==> config.mk <==
export PLATFORM = sky130hd
export DESIGN_NAME = inst_fetch
export DESIGN_NICKNAME = d
export VERILOG_FILES = /design/src/rtl/cpu_defs_pkg.sv /design/src/rtl/next_pc_sel.sv /design/src/rtl/inst_fetch.sv
export SDC_FILE = /design/constraint.sdc
export NUM_CORES = 1
export LEC_CHECK = 0
export CORE_MARGIN = 8
export CORE_UTILIZATION = 38
export CTS_CLUSTER_SIZE = 10
export DETAILED_ROUTE_END_ITERATION = 7
export PLACE_DENSITY = 0.67
export SLEW_MARGIN = 20
export SYNTH_ARGS = -nofsm -noshare
export SYNTH_HDL_FRONTEND = slang
export SYNTH_HIERARCHICAL = 1
export SYNTH_SLANG_ARGS = --single-unit
==> constraint.sdc <==
create_clock -name clk -period 2.55 [get_ports clk]
set_input_delay 0.255 -clock clk [delete_from_list [all_inputs] [get_ports clk]]
set_output_delay 0.255 -clock clk [all_outputs]
set_load 0.01 [all_outputs]
==> src/rtl/cpu_defs_pkg.sv <==
// Shared CPU definitions: opcodes, instruction field positions and reset PC.
// Also holds the fetch-stage debug state type and field-extraction helpers.
package cpu_defs;

  localparam logic [31:0] RESET_PC = 32'h0000_0000;

  localparam logic [5:0] OP_JMP   = 6'b010010;
  localparam logic [5:0] OP_BEQ   = 6'b000100;
  localparam logic [5:0] OP_BNE   = 6'b000101;
  localparam logic [5:0] OP_LOAD  = 6'b100011;
  localparam logic [5:0] OP_STORE = 6'b101011;

  localparam int OP_MSB    = 31;
  localparam int OP_LSB    = 26;
  localparam int FUNC_MSB  = 25;
  localparam int FUNC_LSB  = 20;
  localparam int SHAMT_MSB = 19;
  localparam int SHAMT_LSB = 15;
  localparam int RD_MSB    = 14;
  localparam int RD_LSB    = 10;
  localparam int RS_MSB    = 9;
  localparam int RS_LSB    = 5;
  localparam int RT_MSB    = 4;
  localparam int RT_LSB    = 0;
  localparam int IMM16_MSB = 25;
  localparam int IMM16_LSB = 10;
  localparam int JIDX_MSB  = 25;
  localparam int JIDX_LSB  = 0;

  typedef enum logic {
    RUN  = 1'b0,
    HOLD = 1'b1
  } fetch_state_e;

  function automatic logic [5:0] inst_op(input logic [31:0] inst);
    return inst[OP_MSB:OP_LSB];
  endfunction

  function automatic logic [25:0] inst_jidx(input logic [31:0] inst);
    return inst[JIDX_MSB:JIDX_LSB];
  endfunction

endpackage

==> src/rtl/next_pc_sel.sv <==
// Next-PC selection: sequential PC+4, local absolute-jump target build and
// the reset > branch > stall > jump > sequential priority mux.
module next_pc_sel
  import cpu_defs::*;
#(
  parameter logic [31:0] RESET_PC = cpu_defs::RESET_PC,
  parameter logic [5:0]  JMP_OP   = cpu_defs::OP_JMP
) (
  input  logic        rst,
  input  logic        br_taken,
  input  logic        stall,
  input  logic [31:0] br_target,
  input  logic [31:0] pc,
  input  logic [31:0] inst,
  output logic [31:0] pc4,
  output logic [31:0] next_pc
);

  logic        jmp_s;
  logic [31:0] jmp_target_s;

  assign pc4          = pc + 32'd4;
  assign jmp_s        = (inst_op(inst) == JMP_OP);
  assign jmp_target_s = {pc4[31:28], inst_jidx(inst), 2'b00};

  // priority mux for the PC to load at the next edge
  always_comb begin
    next_pc = pc4;
    if (rst) begin
      next_pc = RESET_PC;
    end else if (br_taken) begin
      next_pc = br_target;
    end else if (stall) begin
      next_pc = pc;
    end else if (jmp_s) begin
      next_pc = jmp_target_s;
    end else begin
      next_pc = pc4;
    end
  end

endmodule

==> src/rtl/inst_fetch.sv <==
// Instruction-fetch stage: PC register, IF/ID pipeline register, fetch counter.
// Branch redirects flush IF/ID; stalls freeze PC and IF/ID; jumps resolve locally.
module inst_fetch
  import cpu_defs::*;
#(
  parameter logic [31:0] RESET_PC = cpu_defs::RESET_PC,
  parameter logic [5:0]  JMP_OP   = cpu_defs::OP_JMP
) (
  input  logic        clk,
  input  logic        rst,
  input  logic        stall_i,
  input  logic        br_taken_i,
  input  logic [31:0] br_target_i,
  output logic [31:0] pc_o,
  input  logic [31:0] inst_i,
  output logic [31:0] if_inst_o,
  output logic [31:0] if_pc4_o,
  output logic        if_valid_o,
  output logic [31:0] fetch_cnt_o
);

  logic [31:0]  pc_r;
  logic [31:0]  if_inst_r;
  logic [31:0]  if_pc4_r;
  logic         if_valid_r;
  logic [31:0]  fetch_cnt_r;
  logic [31:0]  pc4_s;
  logic [31:0]  next_pc_s;
  fetch_state_e state_q;
  fetch_state_e state_d;
  logic         unused_dbg_s;

  next_pc_sel #(
    .RESET_PC (RESET_PC),
    .JMP_OP   (JMP_OP)
  ) u_next_pc_sel (
    .rst       (rst),
    .br_taken  (br_taken_i),
    .stall     (stall_i),
    .br_target (br_target_i),
    .pc        (pc_r),
    .inst      (inst_i),
    .pc4       (pc4_s),
    .next_pc   (next_pc_s)
  );

  // debug-only state: HOLD while a stall is not overridden by a redirect
  always_comb begin
    state_d = RUN;
    if (stall_i && !br_taken_i) begin
      state_d = HOLD;
    end else begin
      state_d = RUN;
    end
  end

  // PC, IF/ID register and fetch counter
  always_ff @(posedge clk) begin
    if (rst) begin
      pc_r        <= RESET_PC;
      if_inst_r   <= 32'h0000_0000;
      if_pc4_r    <= 32'h0000_0000;
      if_valid_r  <= 1'b0;
      fetch_cnt_r <= 32'h0000_0000;
      state_q     <= RUN;
    end else begin
      pc_r    <= next_pc_s;
      state_q <= state_d;
      if (br_taken_i) begin
        if_inst_r  <= 32'h0000_0000;
        if_pc4_r   <= 32'h0000_0000;
        if_valid_r <= 1'b0;
      end else if (!stall_i) begin
        if_inst_r   <= inst_i;
        if_pc4_r    <= pc4_s;
        if_valid_r  <= 1'b1;
        fetch_cnt_r <= fetch_cnt_r + 32'd1;
      end
    end
  end

  // state_q is kept only for waveform inspection
  assign unused_dbg_s = ^state_q;

  assign pc_o        = pc_r;
  assign if_inst_o   = if_inst_r;
  assign if_pc4_o    = if_pc4_r;
  assign if_valid_o  = if_valid_r;
  assign fetch_cnt_o = fetch_cnt_r;

endmodule

==> impl_metrics.yaml <==
logic_synthesis:
  async_flop_share_pct: 0
  synth_warnings: 6
  ys_types: 64
  yosysSeqAreaShare_pct: 39.1
  netlist_instances: 777
  synthFlopType: "dfxtp_1"
  ys_ff_latch: 129
  syn_nets: 847
  synth_edf_count: 0
  syn-cell-area_sq_mm: 0.00660
  avgSynthCellArea_sq_um: 8.50
run:
  maxCapViolCount: 0
drt:
  avgViaCountPerCell: 5.33
  drt_iter0_markers: 445
  wl_um: 22300
  drt_first_pass_iters: 6
  drtAntennaViolNets: 0
  wl_per_cell_um: 18.4
  vias: 6455
  route.detailed.drc: 0
global_routing:
  grt_max_degree: 84
  grt_pass1_wl_um: 35000
  grt_overflow_total: 0
  grtUsageTotal_pct: 20.2
  antenna_found_initial: 0
  grt_pass1_vias: 6322
power:
  power.internal_mw: 4.08
  switching_share_pct: 23.8
  p_leak_nw: 3.57
  power-per-cell-area_mw_per_mm2: 560
  p_clk_share_pct: 50.0
  peakVddDrop_mv: 0.464
  p_sw_mw: 1.27
  combPwrFrac_pct: 10.7
  seq_power_share_pct: 39.3
outcome:
  status: "completed"
layout:
  fillers: 1581
  utilization_pct: 55.8
  layout.nets: 1043
  diodes: 0
  drive_above_1_share_pct: 9.53
  multiInputGateArea_sq_mm: 0.00370
  area_growth_pct: 44.6
  ff_latch_area_sq_mm: 0.00258
  layoutNonFillerInstCount: 1211
clocking:
  clkTransAtPathRegs_ns: 0.06
  cts_setup_buffers: 0
  cts_tree: "yes"
  cts_root_buf: "clkbuf_16"
  cts_hold_buf: 0
  numCtsBuffers: 17
  clock-sinks: 129
  clock_path_buffers: 2
  post_cts_resized: 0
  htree_levels: 4
  clkLatencyLatePin_ns: 0.43
timing:
  hold_viol_final: 0
  max_freq_ghz: 0.421
  slew_viol_final: 0
  tightestPinTransition_ns: 0.637
  finalSetupTns_ns: 0
  skew_ns: 0.0155
  period_share_pct: 93.1
  finalSetupViolCount: 0
  min_period_ns: 2.37
  rsz0062_at_grt: "no"
  slew_headroom_pct: 57.6
placement:
  io_buffers: 196
  placedCellCount: 1179
  hpwl_um: 16500
  gp_congestion: 0.866
floorplan:
  die_height_um: 148
  die_x_um: 148
  core_sq_mm: 0.0171
  start_util_pct: 38.6
  fp-row-count: 48
  die_area_sq_mm: 0.0219
  num_io_pins: 197
critical_path:
  worstPathArrival_ns: 2.73
  crit_type: "reg -> reg"
  required_ns: 2.91
  r2r_slack_ns: 0.18
  end_kind: "flip-flop"
  critPathLaunchType: "flip-flop"
  worst-path-max-fanout: 6
worst_hold_path:
  hp-class: "in -> reg"
flip-flops by register name (all words and copies together) (netlist names):
name / cells
fetch_cnt_o: 32
if_inst_o: 32
if_pc4_o: 32
if_valid_o: 1
pc_o: 32
final timing paths:
kind,start,to,cells past startpoint
worst min-delay path,rst,pc_o[18],2
worst max register to register,pc_o[3],pc_o[23],6
worst max-delay path,pc_o[3],pc_o[23],6
worst min register to register,if_valid_o,if_valid_o,2
cells in the final DEF, fill, tap and decap left out, types with 17 or more instances in the layout:
cell             Yosys  layout
o21ai_0             25      25
xnor2_1             22      22
buf_4                3      37
a21oi_1             39      39
nand3_1             20      20
clkdlybuf4s50_1      0     194
nor2_1              98      98
dfxtp_1            129     129
inv_1               19      19
mux2i_1             77      77
or4_1               17      17
nor2b_1             34      34
nand2_1             53      53
nand4_1             23      23
clkbuf_16            0      17
critical path, stage by stage (launching register included):
cell and delay (ns):
dfxtp_1 0.48, nand3_4 0.16, or3_4 0.47, or4_4 0.53, a211o_1 0.31, a221oi_2 0.21, nor2b_1 0.15
cells in the mapped netlist, types with 4 or more instances:
cell type  count  share of area, %
mux2_2         5              0.85
nand2_1       53               3.0
buf_1          8              0.45
or3_1         10              0.95
nor3_1        13              0.99
xor2_1        14               1.9
o31a_1         4              0.53
xnor2_1       22               2.9
nor4_1        10              0.95
mux2i_1       77                12
and4_1         6              0.80
inv_1         19               1.1
a221oi_1       4              0.53
nor2b_1       34               3.2
nand4_1       23               2.2
o21ai_0       25               1.9
nand3_1       20               1.5
a21oi_1       39               3.0
or4_1         17               1.9
clkbuf_1      37               2.1
or2_2          6              0.57
buf_2          6              0.45
a31oi_1        6              0.57
and3_1        11               1.0
and2_1         5              0.47
dfxtp_1      129                39
a211oi_1       9               1.0
nor2_1        98               5.6
o31ai_1       16               1.8
per-stage QoR:
step	worst slack (ns)	hold slack, ns	area, sq um	power [mW]
detailed placement	-0.194	0.460	8910	2.72
CTS	0.167	0.264	9550	5.39
global route	0.0284	0.284	9550	5.54
finish	0.176	0.273	9550	5.35
floorplan	0.293	0.399	6600	2.42
global placement	-0.146	0.437	8910	2.71
metal layers:
metal	GRT usage (%)	share of wire, %	routed length [um]	vias up
li1	-	-	-	3169
met1	25.3	44	9890	3018
met2	31.1	45	9970	242
met3	7.49	9.2	2050	26
met4	7.09	1.5	340	0
met5	0	0	0	-
logic make-up (layout without fill, tap and decap cells):
kind of cell / count (synthesis) / after routing / share of synthesized area [%]
xor gates and xnor gates: 36 / 36 / 4.77
AOI/OAI and AO/OA: 130 / 130 / 12.9
muxes: 82 / 82 / 12.5
buffers and inverters: 78 / 287 / 4.96
adders and majority gates: 2 / 2 / 0.379
and+or+nand+nor: 320 / 320 / 25.4
DFF: 129 / 129 / 39.1
area by class of cell:
type / count / share of cell area (%)
Clock buffer: 20 / 4.89
Inverter: 21 / 0.825
Multi-Input combinational cell: 570 / 38.7
Tap cell: 225 / 2.95
Timing Repair Buffer: 234 / 23.7
Clock inverter: 12 / 1.87
Sequential cell: 129 / 27.0
power groups by stage:
stage                     clock network (mW)  registers, mW  logic [mW]
after floorplan                            0           2.16       0.255
after global placement                     0           2.14       0.567
after detailed placement                   0           2.15       0.570
after CTS                               2.72           2.10       0.572
after global routing                    2.82           2.11       0.613
final                                   2.68           2.10       0.570
No activity file was read; power rests on OpenSTA's default activity.
